**src/rtl/bnn_pkg.sv**
```systemverilog
// bnn_pkg
// Shared definitions for the binarised XNOR layer.
//   - Default geometry (beat width, beats per vector, neuron count).
//   - Controller state enumeration used by bnn_xnor_layer.
package bnn_pkg;

    localparam int DEF_IN_W    = 8;
    localparam int DEF_BEATS   = 4;
    localparam int DEF_NEURONS = 8;

    // LOAD gathers beats, COMPUTE evaluates one neuron per cycle,
    // OUTPUT presents the result vector until it is taken.
    typedef enum logic [1:0] {
        ST_LOAD    = 2'd0,
        ST_COMPUTE = 2'd1,
        ST_OUTPUT  = 2'd2
    } state_t;

endpackage

```
**src/rtl/bnn_popcount.sv**
```systemverilog
// bnn_popcount
// Combinational XNOR-popcount: counts the bit positions where the activation
// vector and the weight vector agree.
//   x    in  VW     activation vector
//   w    in  VW     weight vector
//   cnt  out CNT_W  number of agreeing bit positions (0..VW)
module bnn_popcount #(
    parameter int VW    = 32,
    parameter int CNT_W = $clog2(VW + 1)
) (
    input  logic [VW-1:0]    x,
    input  logic [VW-1:0]    w,
    output logic [CNT_W-1:0] cnt
);

    logic [VW-1:0] match;

    assign match = ~(x ^ w);

    // Ripple accumulation of the agreement bits.
    always_comb begin
        cnt = '0;
        for (int i = 0; i < VW; i++) begin
            cnt = cnt + CNT_W'(match[i]);
        end
    end

endmodule

```
**src/rtl/bnn_xnor_layer.sv**
```systemverilog
// bnn_xnor_layer
// One binarised fully-connected layer. An activation vector arrives as BEATS
// beats of IN_W bits, then each neuron is evaluated in turn by a single shared
// XNOR-popcount unit and compared against its threshold. The NEURONS result
// bits are offered on a valid/ready output stream.
//   clk, rst                  clock, asynchronous active-high reset
//   cfg_we/addr/weight/thresh per-neuron weight and threshold write port
//   in_valid/ready/data/last  activation beat stream (beat 0 = LSBs)
//   out_valid/ready/data      result vector stream
//   busy                      high while computing or holding a result
//   frame_err, cfg_err        sticky error flags, cleared by err_clr
module bnn_xnor_layer
    import bnn_pkg::*;
#(
    parameter int IN_W    = DEF_IN_W,
    parameter int BEATS   = DEF_BEATS,
    parameter int NEURONS = DEF_NEURONS,
    localparam int VW     = IN_W * BEATS,
    localparam int CNT_W  = $clog2(VW + 1),
    localparam int AW     = (NEURONS > 1) ? $clog2(NEURONS) : 1
) (
    input  logic               clk,
    input  logic               rst,
    input  logic               cfg_we,
    input  logic [AW-1:0]      cfg_addr,
    input  logic [VW-1:0]      cfg_weight,
    input  logic [CNT_W-1:0]   cfg_thresh,
    input  logic               in_valid,
    output logic               in_ready,
    input  logic [IN_W-1:0]    in_data,
    input  logic               in_last,
    output logic               out_valid,
    input  logic               out_ready,
    output logic [NEURONS-1:0] out_data,
    output logic               busy,
    output logic               frame_err,
    output logic               cfg_err,
    input  logic               err_clr
);

    localparam int BW = (BEATS > 1) ? $clog2(BEATS) : 1;
    localparam logic [BW-1:0] LAST_BEAT = BW'(BEATS - 1);
    localparam logic [AW-1:0] LAST_N    = AW'(NEURONS - 1);
    localparam logic [AW:0]   N_LIMIT   = (AW + 1)'(NEURONS);

    state_t             state;
    state_t             state_nxt;
    logic [BW-1:0]      beat_cnt;
    logic [AW-1:0]      n;
    logic [VW-1:0]      x;
    logic [VW-1:0]      weight [NEURONS];
    logic [CNT_W-1:0]   thresh [NEURONS];
    logic [CNT_W-1:0]   match_cnt;
    logic               fire;
    logic               in_fire;
    logic               out_fire;
    logic               last_beat;
    logic               early_last;
    logic               missing_last;
    logic               cfg_addr_ok;
    logic               cfg_apply;
    logic               cfg_bad;

    assign in_ready     = (state == ST_LOAD);
    assign busy         = (state != ST_LOAD);
    assign in_fire      = in_valid && in_ready;
    assign out_fire     = out_valid && out_ready;
    assign last_beat    = (beat_cnt == LAST_BEAT);
    assign early_last   = in_fire && in_last && !last_beat;
    assign missing_last = in_fire && !in_last && last_beat;

    // Weights must not change under the running evaluation, so writes are
    // refused while computing, as are writes to neurons that do not exist.
    assign cfg_addr_ok  = ({1'b0, cfg_addr} < N_LIMIT);
    assign cfg_apply    = cfg_we && cfg_addr_ok && (state != ST_COMPUTE);
    assign cfg_bad      = cfg_we && (!cfg_addr_ok || (state == ST_COMPUTE));

    bnn_popcount #(
        .VW    (VW),
        .CNT_W (CNT_W)
    ) u_popcount (
        .x   (x),
        .w   (weight[n]),
        .cnt (match_cnt)
    );

    // Threshold 0 always fires and a threshold above VW can never be reached.
    assign fire = (match_cnt >= thresh[n]);

    always_ff @(posedge clk or posedge rst) begin
        if (rst) begin
            state <= ST_LOAD;
        end else begin
            state <= state_nxt;
        end
    end

    always_comb begin
        state_nxt = state;
        case (state)
            ST_LOAD:    if (in_fire && last_beat) state_nxt = ST_COMPUTE;
            ST_COMPUTE: if (n == LAST_N)          state_nxt = ST_OUTPUT;
            ST_OUTPUT:  if (out_fire)             state_nxt = ST_LOAD;
            default:                              state_nxt = ST_LOAD;
        endcase
    end

    // Datapath. The first OUTPUT cycle lets the final result bit settle into
    // out_data before out_valid rises, so out_valid is a clean register.
    always_ff @(posedge clk or posedge rst) begin
        if (rst) begin
            beat_cnt  <= '0;
            n         <= '0;
            x         <= '0;
            out_data  <= '0;
            out_valid <= 1'b0;
        end else begin
            case (state)
                ST_LOAD: begin
                    if (in_fire) begin
                        if (early_last) begin
                            beat_cnt <= '0;
                            x        <= '0;
                        end else begin
                            x[beat_cnt*IN_W +: IN_W] <= in_data;
                            if (last_beat) begin
                                beat_cnt <= '0;
                                n        <= '0;
                            end else begin
                                beat_cnt <= beat_cnt + 1'b1;
                            end
                        end
                    end
                end
                ST_COMPUTE: begin
                    out_data[n] <= fire;
                    n           <= (n == LAST_N) ? '0 : n + 1'b1;
                end
                ST_OUTPUT: begin
                    if (!out_valid) begin
                        out_valid <= 1'b1;
                    end else if (out_ready) begin
                        out_valid <= 1'b0;
                    end
                end
                default: begin
                    beat_cnt <= '0;
                end
            endcase
        end
    end

    always_ff @(posedge clk or posedge rst) begin
        if (rst) begin
            for (int i = 0; i < NEURONS; i++) begin
                weight[i] <= '0;
                thresh[i] <= '0;
            end
        end else if (cfg_apply) begin
            weight[cfg_addr] <= cfg_weight;
            thresh[cfg_addr] <= cfg_thresh;
        end
    end

    // Sticky flags: a new error event beats a simultaneous clear.
    always_ff @(posedge clk or posedge rst) begin
        if (rst) begin
            frame_err <= 1'b0;
            cfg_err   <= 1'b0;
        end else begin
            if (early_last || missing_last) begin
                frame_err <= 1'b1;
            end else if (err_clr) begin
                frame_err <= 1'b0;
            end
            if (cfg_bad) begin
                cfg_err <= 1'b1;
            end else if (err_clr) begin
                cfg_err <= 1'b0;
            end
        end
    end

endmodule

```
**config.mk**
```make
export PLATFORM = sky130hd
export DESIGN_NAME = bnn_xnor_layer
export DESIGN_NICKNAME = d
export VERILOG_FILES = /design/src/rtl/bnn_pkg.sv /design/src/rtl/bnn_popcount.sv /design/src/rtl/bnn_xnor_layer.sv
export SDC_FILE = /design/constraint.sdc
export NUM_CORES = 1
export LEC_CHECK = 0
export CAP_MARGIN = 20
export CORE_ASPECT_RATIO = 1.75
export CORE_MARGIN = 5
export CORE_UTILIZATION = 61
export DETAILED_ROUTE_END_ITERATION = 8
export HOLD_SLACK_MARGIN = 0.12
export PLACE_DENSITY_LB_ADDON = 0.1
export RECOVER_POWER = 50
export SLEW_MARGIN = 20
export SYNTH_ARGS = -nofsm -noshare
export SYNTH_HDL_FRONTEND = slang
export SYNTH_SLANG_ARGS = --single-unit
```
**constraint.sdc**
```tcl
create_clock -name clk -period 16.05 [get_ports clk]
set_input_delay 4.815 -clock clk [delete_from_list [all_inputs] [get_ports clk]]
set_output_delay 4.815 -clock clk [all_outputs]
set_load 0.02 [all_outputs]
```
* Word-level counts from Yosys, hierarchy flattened
Index checks and enable logic that the tools add are counted.
Storage, ports and cells: logic and storage cells 141, input port bits 56, output and inout port bits 13, register bits 354
Operators by class: reductions and logical operators 24, equal/unequal tests 11, shifts and indexed selects 2, bitwise operators 5, muxes and demuxes 35, add/subtract/negate cells 34, magnitude comparators 6
Operator list (count):
- bitwise mux 256 bit | 1
- adder 6 x 1 -> 6 bit | 30
- two-way mux 32 bit | 4
- binary-select mux 32 bit (select 3 bit) | 1
- demux 32 bit (select 3 bit) | 1
- bitwise mux 48 bit | 1
- negation 5 -> 34 bit | 1
- variable shift 8 x 34 -> 32 bit, first input constant | 1
- variable part select 8 x 34 -> 32 bit | 1
- bitwise mux 32 bit | 1
- NOT 32 bit | 1
- bitwise XOR 32 bit | 1
- binary-select mux 6 bit (select 3 bit) | 1
- demux 6 bit (select 3 bit) | 1
- two-way mux 6 bit | 3
- two-way mux 2 bit | 6
- two-way mux 3 bit | 4
- logical AND 1 bit | 11
- inequality test 2 x 1 -> 1 bit, second input constant | 5
- bitwise mux 8 bit | 1
- greater-or-equal comparator 4 bit, second input constant | 2
- NOT 3 -> 4 bit | 2
- nonzero test 2 bit | 4
- greater-or-equal comparator 6 bit | 1
- 23 further kinds | 32

* Logic depth before layout (Yosys ltp)
Gate-level depths: netlist of run 1.
depth in word-level cells 39, mapped depth 28, mapped depth without buffers 25

* By module
Synthesis of run 1 repeated with hierarchy kept, for this count alone.
Unflattened totals: cell total of the unflattened synthesis 1225, area, all modules 17239.0 um^2
Modules (own cells, without submodules):
- bnn_xnor_layer | instances 1, cells an instance 1123, area each 16210.5 um^2, sequential area each 8858.5 um^2
- bnn_popcount | instances 1, cells an instance 102, area each 1028.5 um^2, sequential area each 0.0 um^2

* Worst setup path after synthesis of run 1
No wires, ideal clock.
path type register -> register, from register n[1], to register out_data[0], arrival 6973 ps, clock period less this slack 7098 ps, required time 15925 ps, library setup time 125 ps, path buffers 3, stages on the path, launching flop included 26, path slack 8952 ps, cells stage by stage dfrtp_1 > clkbuf_1 > or2_2 > buf_2 > buf_2 > o22ai_1 > nor2_1 > xor2_1 > ha_1 > inv_1 > fa_1 > fa_1 > fa_1 > fa_1 > fa_1 > inv_1 > fa_1 > fa_1 > fa_1 > a21o_1 > a21oi_1 > xnor2_1 > ha_1 > nand4_1 > o221ai_1 > mux2_2
On the way: longest elaborated chain between the ends 39, elaborated cells on any way between the ends 47, those cells by class add/sub (31); order compare (3); mux (9); bitwise (3); reduce/logical (1)
RTL lines:
- start: declaration | line bnn_xnor_layer.sv:49 | logic [AW-1:0] n;
- start signal: assignment | line bnn_xnor_layer.sv:137 | n <= (n == LAST_N) ? '0 : n + 1'b1;
- NOT 3 -> 4 bit (not written as such) | line bnn_xnor_layer.sv:83, bnn_xnor_layer.sv:88
- binary-select mux 32 bit (select 3 bit) | line bnn_xnor_layer.sv:83 | .w (weight[n]),
- two-way mux 32 bit (not written as such) (2 in a row) | line bnn_xnor_layer.sv:83
- bitwise XOR 32 bit | line bnn_popcount.sv:18 | assign match = ~(x ^ w);
- NOT 32 bit | line bnn_popcount.sv:18
- adder 1 x 1 -> 2 bit | line bnn_popcount.sv:24 | cnt = cnt + CNT_W'(match[i]);
- adder 6 x 1 -> 6 bit (30 in a row) | line bnn_popcount.sv:24
- greater-or-equal comparator 6 bit | line bnn_xnor_layer.sv:88 | assign fire = (match_cnt >= thresh[n]);
- bitwise mux 8 bit (*) | line bnn_xnor_layer.sv:136 | out_data[n] <= fire;
- end signal: indexed assignment | line bnn_xnor_layer.sv:136
- end: declaration | line bnn_xnor_layer.sv:34 | output logic [NEURONS-1:0] out_data,
Mark *: on every way between the ends. The rest lies on a longest branch, timed or not. The select of a mux whose other input is x is not followed. A chain may end at the register's enable or synchronous reset.

==> impl_summary.txt, run 1 <==
----------------------------------------------------
[Drt]
  Sum of met2 wire segment lengths after detailed routing ... 20.52 mm
  Routed vias ... 10385
  Number of design rule violations left after detail routing ... 0
  Average wire per standard cell ... 22.67 um
  Total met3 wirelength after detailed routing ... 1.180 mm
  Antenna Nets Post-Route ... 0
  Post-Route WL ... 38.87 mm
  DRT met1 WL ... 15.89 mm
  Vias per cell ... 6.055
  DR iter-0 viols ... 550
  Count of TritonRoute iterations in the first routing pass ... 5
  Top routing layer in use ... met4

[Status]
  Failing checks ... max-capacitance violations, max-slew violations
  Status ... finished, violations left

[Setup path]
  Dominant delay contributor by cell family on the critical path ... buffers and inverters
  Largest fanout on the critical path ... 106
  Number of cell instances on the worst register-to-register path ... 24
  Worst EP required ... 16.45 ns
  Highest cell delay on the worst timing path ... 4.00 ns
  Startpoint kind of the worst setup timing path ... input pin
  Crit Path Category ... in2async
  Crit path buffers/inverters ... 4
  Nature of the critical path endpoint ... async pin
  Cell at the slowest stage of the critical path ... sky130_fd_sc_hd__clkbuf_1
  Arrival time worst endpoint ... 11.60 ns
  Number of cells on the critical path ... 4
  Ordered cell list for the critical path ... dlygate4sd3_1, clkinvlp_2, clkbuf_1, buf_4

[Clocking]
  Clk root buf ... sky130_fd_sc_hd__clkbuf_16
  CTS tree ... yes
  Clk_lat worst skew ... 0.52 ns
  Maximum level of the CTS H-tree ... 2
  Inserted Clock Buffers ... 35
  Clock Sink Count ... 354
  Post-CTS Hold Fix Bufs ... 0
  Max Root-Sink Buffers ... 3
  CTS clock-pin slew for the worst setup and hold paths ... 0.07 ns
  Number of gates given a new drive strength after cts ... 0
  Buffers inserted by post-CTS timing repair ... 0

[Yosys]
  Register bit count reported by yosys ... 354
  Post-synthesis adder-cell area fraction ... 4.634%
  Xor and xnor fraction of the mapped netlist area ... 1.842%
  Seq/Total Area, Yosys ... 51.75%
  Synth Net Count ... 1375
  FFs w/ async S/R, synth ... 100.0%
  Prevailing post-synth register cell ... sky130_fd_sc_hd__dfrtp_1
  Mean Syn Cell Area ... 13.48 um2
  Post-Syn Instances ... 1270
  Fraction of the mapped netlist area in compound gates ... 5.613%
  Multiplexer share of the synthesized area ... 29.32%
  Combinational family with the most area after synthesis ... multiplexers
  EDFF count, synth ... 0
  Synth warn ... 0
  Post-Synth Simple-Gate Area ... 3.326%
  Synth cell types ... 47
  Netlist area before placement ... 17120 um2

[GRT]
  Largest net degree at the start of global routing ... 138
  GRT Resource Usage Total ... 25.73%
  Initial antenna violation count ... 0
  First-pass GRT wire length ... 62.98 mm
  Via count of the first global-routing pass ... 11083
  Global-route congestion overflow total ... 0

[Timing]
  Slew Viols, Final ... 424
  Highest achievable clock rate ... 89.33 MHz
  Final critical-path share of the clock period ... 69.75%
  Time the worst path needs with I/O delays and setup ... 11.19 ns
  Setup repair after global routing missed its margin ... false
  Actual slew at the worst max-slew pin ... 5.678 ns
  Smallest setup slack after layout ... 4.856 ns
  Number of setup violations in the final report ... 0
  Number of endpoints with negative hold slack in the final report ... 0
  Final worst clock skew ... 0.01391 ns
  Setup TNS ... 0 ns
  Tightest slew margin relative to the limit ... -278.6%

[Floorplanning]
  Starting utilization of the core area ... 61.42%
  Core region area ... 27870 um2
  Height of the chip ... 231.6 um
  Die Wd ... 136.6 um
  Die area ... 31650 um2
  Row cnt ... 81
  Number of top-level pins ... 69

[Place]
  Detailed-placement wirelength estimate ... 23.53 mm
  Buffers added on ports ... 68
  Setup WS pre-CTS ... 7.290 ns
  Final estimated routing congestion in global placement ... 0.8770

[Min path]
  Class of the tightest hold or removal check ... reg2reg
  Min-Delay Path Depth ... 1

[Finish]
  ANT cells ... 0
  Fillers ... 2025
  Area taken by multi-input logic gates ... 7651 um2
  Net count reported at finish ... 1423
  Combined flip-flop and latch cell area ... 8862 um2
  Synth-to-layout area growth ... 11.86%
  Fraction of layout cells with a size suffix above 1 ... 29.28%

[Job]
  Max-capacitance violation count ... 9

----------------------------------------------------
## placed cells by master (no fill, tap or decap), types with 6 or more instances in the layout
| master | Yosys | routed |
|---|---|---|
| sky130_fd_sc_hd__clkbuf_16 | 0 | 37 |
| sky130_fd_sc_hd__o22ai_1 | 71 | 71 |
| sky130_fd_sc_hd__inv_1 | 41 | 40 |
| sky130_fd_sc_hd__nor2_1 | 58 | 58 |
| sky130_fd_sc_hd__mux2_1 | 7 | 7 |
| sky130_fd_sc_hd__clkbuf_8 | 0 | 6 |
| sky130_fd_sc_hd__nand2_1 | 19 | 18 |
| sky130_fd_sc_hd__clkbuf_1 | 5 | 13 |
| sky130_fd_sc_hd__ha_1 | 25 | 25 |
| sky130_fd_sc_hd__dfrtp_1 | 354 | 353 |
| sky130_fd_sc_hd__nand3_1 | 6 | 7 |
| sky130_fd_sc_hd__a22oi_1 | 14 | 14 |
| sky130_fd_sc_hd__o21ai_0 | 8 | 8 |
| sky130_fd_sc_hd__a22o_1 | 23 | 23 |
| sky130_fd_sc_hd__fa_1 | 24 | 24 |
| sky130_fd_sc_hd__buf_4 | 12 | 12 |
| sky130_fd_sc_hd__mux2i_1 | 138 | 138 |
| sky130_fd_sc_hd__xor2_1 | 17 | 17 |
| sky130_fd_sc_hd__xnor2_1 | 19 | 19 |
| sky130_fd_sc_hd__clkdlybuf4s50_1 | 0 | 63 |
| sky130_fd_sc_hd__a21oi_1 | 12 | 12 |
| sky130_fd_sc_hd__mux2_2 | 312 | 312 |
## stage by stage
step	utilization, %	cell area, um2	std cells	hold slack, ns
floorplan	-	17120	1270	0.4577
global placement	64.54	17990	1653	0.4695
detailed placement	64.54	17990	1653	0.4802
CTS	68.91	19210	1714	0.4951
global route	68.71	19150	1715	0.5083
finish	68.71	19150	1715	0.4905
## per-layer routing
layer,track usage (%),up-vias
met5,0,-
met4,8.859,0
met3,3.301,77
met2,44.66,191
met1,33.11,5472
li1,-,4645
## path summary, 6_finish.rpt
path | start | end | slack, ns
max in group clk | n[0]$_DFFE_PP0P_ | out_data[7]$_DFFE_PP0P_ | 7.07
hold reg to reg | weight[114]$_DFFE_PP0P_ | weight[114]$_DFFE_PP0P_ | 0.49
min in group asynchronous | rst | weight[167]$_DFFE_PP0P_ | 5.10
setup reg to reg | n[0]$_DFFE_PP0P_ | out_data[7]$_DFFE_PP0P_ | 7.07
hold / removal | weight[114]$_DFFE_PP0P_ | weight[114]$_DFFE_PP0P_ | 0.49
setup / recovery | rst | n[0]$_DFFE_PP0P_ | 4.86
## cells in the mapped netlist (2+ instances only)
master	n	area, um2
sky130_fd_sc_hd__a22o_1	23	201.4
sky130_fd_sc_hd__a21boi_0	2	15.01
sky130_fd_sc_hd__o21ai_0	8	40.04
sky130_fd_sc_hd__a21oi_1	12	60.06
sky130_fd_sc_hd__o21a_1	2	15.01
sky130_fd_sc_hd__nor3b_2	4	50.05
sky130_fd_sc_hd__o221ai_1	2	17.52
sky130_fd_sc_hd__nor2b_1	3	18.77
sky130_fd_sc_hd__and2_4	2	17.52
sky130_fd_sc_hd__o22ai_1	71	444.2
sky130_fd_sc_hd__nand3_1	6	30.03
sky130_fd_sc_hd__dfrtp_1	354	8859
sky130_fd_sc_hd__buf_4	12	90.09
sky130_fd_sc_hd__nand3b_1	4	30.03
sky130_fd_sc_hd__nand4_1	2	12.51
sky130_fd_sc_hd__fa_1	24	480.5
sky130_fd_sc_hd__nand2b_1	6	37.54
sky130_fd_sc_hd__a22oi_1	14	105.1
sky130_fd_sc_hd__buf_6	8	90.09
sky130_fd_sc_hd__buf_1	3	11.26
sky130_fd_sc_hd__nor2_1	58	217.7
sky130_fd_sc_hd__mux2_2	312	3513
sky130_fd_sc_hd__a21o_1	3	22.52
sky130_fd_sc_hd__buf_2	47	235.2
sky130_fd_sc_hd__nand2_1	19	71.32
sky130_fd_sc_hd__mux2i_1	138	1381
sky130_fd_sc_hd__xor2_1	17	148.9
sky130_fd_sc_hd__clkbuf_1	5	18.77
sky130_fd_sc_hd__xnor2_1	19	166.4
sky130_fd_sc_hd__ha_1	25	312.8
sky130_fd_sc_hd__nor3_1	2	10.01
sky130_fd_sc_hd__inv_1	41	153.9
sky130_fd_sc_hd__mux2_1	7	78.83
sky130_fd_sc_hd__mux4_2	2	45.04
## area by class of cell
| type | count | area share, % |
|---|---|---|
| Clock inverter | 11 | 0.9539 |
| Multi-Input combinational cell | 799 | 39.95 |
| Clock buffer | 50 | 5.403 |
| Inverter | 42 | 0.8298 |
| Sequential cell | 354 | 46.28 |
| Tap cell | 373 | 2.437 |
| Timing Repair Buffer | 86 | 4.142 |
## flip-flops by register name, summed over array words and instances (netlist names)
| register | flops |
|---|---|
| beat_cnt | 2 |
| cfg_err | 1 |
| frame_err | 1 |
| n | 3 |
| out_data | 8 |
| out_valid | 1 |
| state | 2 |
| thresh | 48 |
| weight | 256 |
| x | 32 |
## cell families after synthesis
| group | after synthesis |
|---|---|
| DFF | 354 |
| adders and majority gates | 49 |
| buffers and inverters | 117 |
| and+or+nand+nor | 113 |
| xor gates and xnor gates | 36 |
| muxes | 459 |
| AOI/OAI and AO/OA | 142 |
Power of run 1 is not shown: default switching activity piles up to over one toggle a cycle in this logic, so the estimate is an artifact.
==> run 2: changes to the inputs <==
- clock period: 16.05 -> 11.7 ns (I/O delays scaled with it)
==> impl_summary.txt, run 2 (same netlist as run 1, synthesis figures left out) <==
----------------------------------------------------
[Floorplanning]
  Die Wd ... 136.6 um (unchanged)
  Height of the chip ... 231.6 um (unchanged)
  Number of top-level pins ... 69 (unchanged)
  Core region area ... 27870 um2 (unchanged)
  Starting utilization of the core area ... 61.42% (unchanged)
  Die area ... 31650 um2 (unchanged)
  Row cnt ... 81 (unchanged)

[Timing]
  Setup TNS ... 0 ns (unchanged)
  Actual slew at the worst max-slew pin ... 3.875 ns (-1.804 ns)
  Time the worst path needs with I/O delays and setup ... 8.778 ns
  Setup repair after global routing missed its margin ... false
  Number of endpoints with negative hold slack in the final report ... 0 (unchanged)
  Number of setup violations in the final report ... 0 (unchanged)
  Tightest slew margin relative to the limit ... -158.3% (+120 points)
  Slew Viols, Final ... 307 (-28%)
  Final worst clock skew ... 0.02165 ns (+0.007748 ns)
  Highest achievable clock rate ... 113.9 MHz
  Final critical-path share of the clock period ... 75.03%

[Clocking]
  Buffers inserted by post-CTS timing repair ... 0 (unchanged)
  Clock Sink Count ... 354 (unchanged)
  Inserted Clock Buffers ... 34 (-2.9%)
  CTS tree ... yes
  Maximum level of the CTS H-tree ... 2 (unchanged)
  Clk_lat worst skew ... 0.53 ns (about the same)
  Max Root-Sink Buffers ... 3 (unchanged)
  CTS clock-pin slew for the worst setup and hold paths ... 0.06 ns (about the same)
  Clk root buf ... sky130_fd_sc_hd__clkbuf_16
  Post-CTS Hold Fix Bufs ... 0 (unchanged)
  Number of gates given a new drive strength after cts ... 0 (unchanged)

[Drt]
  Average wire per standard cell ... 22.41 um (-1.1%)
  DR iter-0 viols ... 426 (-23%)
  Count of TritonRoute iterations in the first routing pass ... 4 (-1)
  Vias per cell ... 5.957 (-1.6%)
  Antenna Nets Post-Route ... 0 (unchanged)
  Post-Route WL ... 38.35 mm (-1.4%)
  Number of design rule violations left after detail routing ... 0 (unchanged)
  Routed vias ... 10193 (-1.8%)

[GRT]
  Initial antenna violation count ... 0 (unchanged)
  First-pass GRT wire length ... 61.76 mm (-1.9%)
  Largest net degree at the start of global routing ... 191 (+38%)
  GRT Resource Usage Total ... 25.21% (-0.52 points)
  Global-route congestion overflow total ... 0 (unchanged)
  Via count of the first global-routing pass ... 10840 (-2.2%)

[Setup path]
  Crit Path Category ... reg2reg
  Arrival time worst endpoint ... 9.22 ns (-2.38 ns)
  Register-to-register setup slack ... 2.92 ns (-4.15 ns)
  Largest fanout on the critical path ... 26 (-75%)
  Capture point of the worst reg-to-reg path ... out_data[1]$_DFFE_PP0P_
  Worst EP required ... 12.15 ns (-4.30 ns)
  Startpoint kind of the worst setup timing path ... register
  Worst r2r src ... n[1]$_DFFE_PP0P_
  Crit path to ... out_data[1]$_DFFE_PP0P_
  Start point of the critical path ... n[1]$_DFFE_PP0P_
  Number of cell instances on the worst register-to-register path ... 23 (-4.2%)
  Nature of the critical path endpoint ... register

[Finish]
  Most frequent cells in the layout ... sky130_fd_sc_hd__dfrtp_1, sky130_fd_sc_hd__mux2_2, sky130_fd_sc_hd__mux2i_1, sky130_fd_sc_hd__o22ai_1, sky130_fd_sc_hd__clkdlybuf4s50_1
  Registers with the most flip-flops ... weight x256, thresh x48, x x32
  ANT cells ... 0 (unchanged)
  Synth-to-layout area growth ... 11.34%
  Max FFs per register ... 256 (unchanged)
  Fin area ... 19060 um2 (-0.47%)
  Fraction of layout cells with a size suffix above 1 ... 28.70% (-0.59 points)
  Register with the most flip-flops ... weight
  Most common library cell in the layout ignoring fill and taps ... sky130_fd_sc_hd__dfrtp_1
  Net count reported at finish ... 1421 (-0.14%)

[Status]
  Failing checks ... max-capacitance violations, max-slew violations
  Status ... finished, violations left

[Place]
  Buffers added on ports ... 68 (unchanged)
  Post-DP Area ... 18000 um2 (about the same)
  Detailed-placement wirelength estimate ... 24.38 mm (+3.6%)
  Final estimated routing congestion in global placement ... 0.8775 (about the same)

[Job]
  Max-capacitance violation count ... 7 (-2)

[Min path]
  Class of the tightest hold or removal check ... reg2reg

----------------------------------------------------
==> run 2: worst min path at each step <==
stage | start | end | slack [ns] | depth (start not counted)
final | weight[65]$_DFFE_PP0P_ | weight[65]$_DFFE_PP0P_ | 0.49 | 1
after detailed placement | weight[65]$_DFFE_PP0P_ | weight[65]$_DFFE_PP0P_ | 0.48 | 1
after floorplan | thresh[28]$_DFFE_PP0P_ | thresh[28]$_DFFE_PP0P_ | 0.46 | 1
after global routing | weight[65]$_DFFE_PP0P_ | weight[65]$_DFFE_PP0P_ | 0.51 | 1
after global placement | weight[69]$_DFFE_PP0P_ | weight[69]$_DFFE_PP0P_ | 0.47 | 1
after CTS | weight[65]$_DFFE_PP0P_ | weight[65]$_DFFE_PP0P_ | 0.49 | 1
==> run 2: per-layer routing <==
layer	share of wire, %	track usage, %
met1	40	31.73
met2	54	44.80
met3	2.7	3.236
met4	3.0	8.071
met5	0	0
==> run 2: through the flow <==
stage | setup WS [ns] | hold slack [ns] | utilization (%) | cells
global placement | 3.205 | 0.4689 | 64.59 | 1652
finish | 2.922 | 0.4875 | 68.39 | 1711
CTS | 2.888 | 0.4913 | 68.55 | 1710
global route | 2.127 | 0.5074 | 68.39 | 1711
detailed placement | 2.946 | 0.4773 | 64.59 | 1652
floorplan | 3.448 | 0.4577 | - | 1270
==> run 2: worst max-delay path: stages, from the launching register on <==
cell,delay [ns]
sky130_fd_sc_hd__dfrtp_1,0.97
sky130_fd_sc_hd__nand2_1,0.74
sky130_fd_sc_hd__buf_4,0.49
sky130_fd_sc_hd__o22ai_1,0.21
sky130_fd_sc_hd__nor2_1,0.07
sky130_fd_sc_hd__xor2_1,0.15
sky130_fd_sc_hd__ha_1,0.30
sky130_fd_sc_hd__inv_1,0.06
sky130_fd_sc_hd__fa_1,0.53
sky130_fd_sc_hd__fa_1,0.54
sky130_fd_sc_hd__fa_1,0.52
sky130_fd_sc_hd__fa_1,0.52
sky130_fd_sc_hd__fa_1,0.56
sky130_fd_sc_hd__inv_1,0.06
sky130_fd_sc_hd__fa_1,0.52
sky130_fd_sc_hd__fa_1,0.49
sky130_fd_sc_hd__fa_1,0.42
sky130_fd_sc_hd__a21o_1,0.17
sky130_fd_sc_hd__a21oi_1,0.17
sky130_fd_sc_hd__xnor2_1,0.09
sky130_fd_sc_hd__ha_1,0.30
sky130_fd_sc_hd__nand4_1,0.07
sky130_fd_sc_hd__o221ai_1,0.48
sky130_fd_sc_hd__mux2_2,0.27
==> run 2: layout make-up <==
class	instances	area, um2
multi-input combinational	799	7655
inverter	42	158.9
clock buffer	53	1023
clock inverter	5	78.83
fill	2058	8811
timing repair buffer	85	814.5
tap	373	466.7
sequential	354	8862
Power of run 2 is left out for the same reason.
